[src/rtl/pin_entry_keypad.sv]
// pin_entry_keypad: collects up to three decimal keypad digits into an 8-bit PIN and locks out after alarm_1.
// Optional inactivity timeout for partial entries is enabled by defining PIN_TIMEOUT_EN.
module pin_entry_keypad #(
    parameter int LOCK_CYCLES    = 500,
    parameter int TIMEOUT_CYCLES = 1000
) (
    input  logic       clk,
    input  logic       rst,
    input  logic       key_valid,
    input  logic [3:0] key_code,
    input  logic       alarm_1,
    output logic [7:0] psswrd_atmpt,
    output logic       try_psswrd,
    output logic [1:0] digit_count,
    output logic       entry_err,
    output logic       locked
);
    localparam logic [1:0] IDLE    = 2'b00;
    localparam logic [1:0] COLLECT = 2'b01;
    localparam logic [1:0] LOCKOUT = 2'b10;
    localparam int LW = $clog2(LOCK_CYCLES + 1);

    logic [1:0]    state;
    logic [9:0]    acc;
    logic          kv_r, al_r, al_p;
    logic [3:0]    kc_r;
    logic [LW-1:0] lock_cnt;
    logic          digit, clr, ent, lock_done;

    // Keys and alarm pass through one input register, so every event takes effect one edge after it is sampled
    assign digit     = kv_r && (kc_r <= 4'd9);
    assign clr       = kv_r && (kc_r == 4'hA);
    assign ent       = kv_r && (kc_r == 4'hB);
    assign lock_done = lock_cnt == LW'(LOCK_CYCLES - 1);
    assign locked    = state[1];

`ifdef PIN_TIMEOUT_EN
    localparam int TW = $clog2(TIMEOUT_CYCLES + 1);
    logic [TW-1:0] to_cnt;
    logic          act, to_exp;
    assign act    = ent || clr || (digit && digit_count != 2'd3);
    assign to_exp = (state == COLLECT) && (to_cnt == TW'(TIMEOUT_CYCLES - 1));
`else
    logic unused_timeout;
    assign unused_timeout = TIMEOUT_CYCLES != 0;
`endif

    always_ff @(posedge clk) begin
        if (rst) begin
            state        <= IDLE;
            acc          <= '0;
            digit_count  <= '0;
            kv_r         <= 1'b0;
            kc_r         <= '0;
            al_r         <= 1'b0;
            al_p         <= 1'b0;
            lock_cnt     <= '0;
            psswrd_atmpt <= '0;
            try_psswrd   <= 1'b0;
            entry_err    <= 1'b0;
`ifdef PIN_TIMEOUT_EN
            to_cnt       <= '0;
`endif
        end else begin
            kv_r       <= key_valid;
            kc_r       <= key_code;
            al_r       <= alarm_1;
            al_p       <= al_r;
            try_psswrd <= 1'b0;
            entry_err  <= 1'b0;
`ifdef PIN_TIMEOUT_EN
            to_cnt     <= (state == COLLECT && !act) ? to_cnt + 1'b1 : '0;
`endif
            if (state == LOCKOUT) begin
                lock_cnt <= lock_cnt + 1'b1;
                if (lock_done) state <= IDLE;
            end else if (al_r && !al_p) begin
                state       <= LOCKOUT;
                acc         <= '0;
                digit_count <= '0;
                lock_cnt    <= '0;
            end else if (ent) begin
                entry_err <= (digit_count == 2'd0) || (acc > 10'd255);
                if (digit_count != 2'd0) begin
                    if (acc <= 10'd255) begin
                        psswrd_atmpt <= acc[7:0];
                        try_psswrd   <= 1'b1;
                    end
                    state       <= IDLE;
                    acc         <= '0;
                    digit_count <= '0;
                end
            end else if (clr) begin
                state       <= IDLE;
                acc         <= '0;
                digit_count <= '0;
            end else if (digit && digit_count != 2'd3) begin
                acc         <= acc * 10'd10 + {6'd0, kc_r};
                digit_count <= digit_count + 1'b1;
                state       <= COLLECT;
            end
`ifdef PIN_TIMEOUT_EN
            else if (to_exp) begin
                entry_err   <= 1'b1;
                state       <= IDLE;
                acc         <= '0;
                digit_count <= '0;
            end
`endif
            else if (digit) begin
                entry_err <= 1'b1;
            end
        end
    end
endmodule

[config.mk]
export PLATFORM = sky130hd
export DESIGN_NAME = pin_entry_keypad
export DESIGN_NICKNAME = d
export VERILOG_FILES = /design/src/rtl/pin_entry_keypad.sv
export SDC_FILE = /design/constraint.sdc
export NUM_CORES = 1
export LEC_CHECK = 0
export CORE_UTILIZATION = 35
export DETAILED_ROUTE_END_ITERATION = 16
export HOLD_SLACK_MARGIN = 0.15
export PLACE_DENSITY = 0.56
export SYNTH_ARGS = -nofsm -noshare
export SYNTH_HDL_FRONTEND = slang
export SYNTH_SLANG_ARGS = --single-unit
[constraint.sdc]
create_clock -name clk -period 5.5 [get_ports clk]
set_input_delay 1.375 -clock clk [delete_from_list [all_inputs] [get_ports clk]]
set_output_delay 1.375 -clock clk [all_outputs]
set_load 0.02 [all_outputs]
==> results.md <==
* Cells after synthesis at 231
* Later-pin clock latency in the skew report at 0.29 ns
* N_diodes at 0
* Crit share post-route at 0.4927
* GPL Wtd Cong at 0.7683
* Initial drt markers at 94
* Clock slew at reported path FFs at 0.08 ns
* DP Worst Slack at 2.897 ns
* Setup Buffers After CTS at 0
* Critical path buffer and inverter count at 1
* Final net count at 277
* Initial antenna violation count at 0
* Hold_ws at 0.4635 ns
* Prevailing post-synth register cell: dfxtp_1
* Initial Util at 0.3735
* First drt pass iteration count at 4
* Total GRT Usage at 0.1445
* Overflow left after global routing at 0
* Largest net degree at the start of global routing at 41
* Final ANT Viol Nets at 0
* Unique masters post-synth at 45
* Syn Area/Cell at 9.175 um2
* Seq/Total Area, Yosys at 0.3778
* Fin. Hold Viols at 0
* Hold bufs inserted after CTS at 0
* Share of layout cells above drive strength 1 at 0.07200
* Pint at 415.8 uW
* Critical Path Sink Type: output pin
* Synth area leaders: dfxtp_1 38%, ha_1 10%, nor2_1 7.3%, mux2i_1 3.8%, a21oi_1 3.5%
* Final Skew at 0.008145 ns
* Die H at 79.82 um
* Die Area at 6371 um2
* CP peak stage delay at 0.63 ns
* Status: finished clean
* FMAX at 0.3690 GHz
* GR Util met3 at 0.02400
* Cell taking the most area after synthesis: dfxtp_1
* Worst setup SP type: register
* Setup TNS at 0 ns
* Sw Share at 0.2658
* DRC at 0
* DR WL/cell at 12.15 um
* WS Path Type: register to output pin
* Pwr Total at 566.4 uW
* Sequential Power Share at 0.541
* Final number of setup-violating endpoints at 0
* First-pass GRT wire length at 7100 um
* Total routed wirelength at 3912 um
* Max Root-Sink Buffers at 2
* Vias in the first global route at 1515
* Slowest cell on crit path: clkdlybuf4s50_1
* CP top delay family: buffers and inverters
* Post-DP HPWL at 2774 um
* CTS tree: built
* M1 GR Usage at 0.2041
* Number of synthesized register bits at 40
* Core ar. at 5675 um2
* Busiest layer in global routing: met2
* H-tree depth at 2
* Crit-path cells: clkdlybuf4s50_1
* HP Class: register to register
* RSZ-0062 raised after global routing: no
* Most frequent cell after synthesis: nor2_1
* Slew Viols, Final at 0
* Layout Area Growth over Synthesis at 14.70%
* Max Cap Violations at 0
* CP arrival at 1.33 ns
* Detailed-route via count at 1596
* Ys Warns at 0
* Via density at 4.957
* WP data required at 4.12 ns
* Post-Syn Area at 2120 um2
* Leak at 0.0009496 uW
* IO Pins at 21
* Post-cts repair resize count at 0
* Root Driver: clkbuf_8
* CTS sink count at 40
* PortBufs at 20
* Ys async rst share at 0
* Clock network power share at 0.322
* PD cells at 233.0 nW/um2
* Net Sw Power at 150.5 uW
* Number of flops mapped to enable cells by yosys at 0
* Die Width at 79.82 um
* Met2 usage at 0.2137
* Syn Nets at 258
* Synth top area share at 0.3778
* Layout Utilization at 0.4284
* Comb pwr share at 0.136
* Max FO, Critical Path at 4
* Slew @ Worst Pin at 0.7053 ns
* Slew margin rel. at 0.5298
* Min Tclk post-route at 2.710 ns
* Synth cell count leaders: 41 x nor2_1, 40 x dfxtp_1, 17 x ha_1
* VDD IR max at 0.1138 mV
* CTS Buf Count at 5
* Post-route setup slack at 2.790 ns
* Num rows at 27
==> worst paths after layout <==
| path | slack [ns] | endpoint | startpoint | cells after the start |
|---|---|---|---|---|
| worst max-delay path | 2.79 | locked | state[1]$_SDFFE_PP0P_ | 1 |
| worst min-delay path | 0.46 | acc[9]$_SDFFE_PP0P_ | acc[9]$_SDFFE_PP0P_ | 2 |
| worst max register to register | 2.90 | acc[9]$_SDFFE_PP0P_ | acc[1]$_SDFFE_PP0P_ | 9 |
| worst min register to register | 0.46 | acc[9]$_SDFFE_PP0P_ | acc[9]$_SDFFE_PP0P_ | 2 |
==> metal layers <==
layer / part of all wire / wire length (um)
met1: 0.53 / 2080
met3: 0.028 / 111
met5: 0 / 0
met2: 0.42 / 1653
met4: 0.017 / 66
==> cells by family (layout without fill, tap and decap cells) <==
| family | count (synthesis) | in the layout | synth area share |
|---|---|---|---|
| adder cells (fa/ha/maj) | 19 | 19 | 0.1192 |
| flip-flops | 40 | 40 | 0.3778 |
| multiplexers | 9 | 9 | 0.04309 |
| buffers and inverters | 15 | 34 | 0.04073 |
| AND/OR/NAND/NOR | 96 | 96 | 0.2208 |
| XOR/XNOR | 12 | 12 | 0.05608 |
| AO/OA/AOI/OAI | 40 | 40 | 0.1423 |
==> state kept, by name, summed over array words and instances, names as in the netlist <==
register	flops
acc	10
al_p	1
al_r	1
digit_count	2
entry_err	1
kc_r	4
kv_r	1
lock_cnt	9
psswrd_atmpt	8
state	2
try_psswrd	1
==> final cells by class <==
type | count | area [um2]
Inverter | 6 | 22.52
Clock buffer | 6 | 72.57
Clock inverter | 1 | 5.005
Sequential cell | 40 | 800.8
Multi-Input combinational cell | 176 | 1232
Timing Repair Buffer | 21 | 207.7
Fill cell | 573 | 3244
Tap cell | 72 | 90.09
==> stage by stage <==
step | cells | instance area (um2)
finish | 322 | 2431
global route | 322 | 2431
CTS | 322 | 2431
detailed placement | 315 | 2354
global placement | 315 | 2354
floorplan | 231 | 2120
==> power groups by stage <==
stage          Sequential, uW  Clock [uW]  Combinational [uW]
2_1_floorplan             313           0                61.8
3_3_place_gp              313           0                77.5
3_5_place_dp              313           0                78.0
4_1_cts                   307         193                78.5
5_1_grt                   308         205                89.0
6_report                  307         183                77.2
==> cells in the final DEF, fill, tap and decap left out, types with 6 or more instances in the layout <==
| cell | n |
|---|---|
| nor2_1 | 41 |
| dfxtp_1 | 40 |
| clkdlybuf4s50_1 | 20 |
| ha_1 | 17 |
| a21oi_1 | 15 |
| nand2_1 | 14 |
| nor2b_1 | 11 |
| mux2i_1 | 8 |
| nand3_1 | 7 |
| inv_1 | 6 |
| xor2_1 | 6 |
| nor3_1 | 6 |
(Power assumes the default switching activity.)
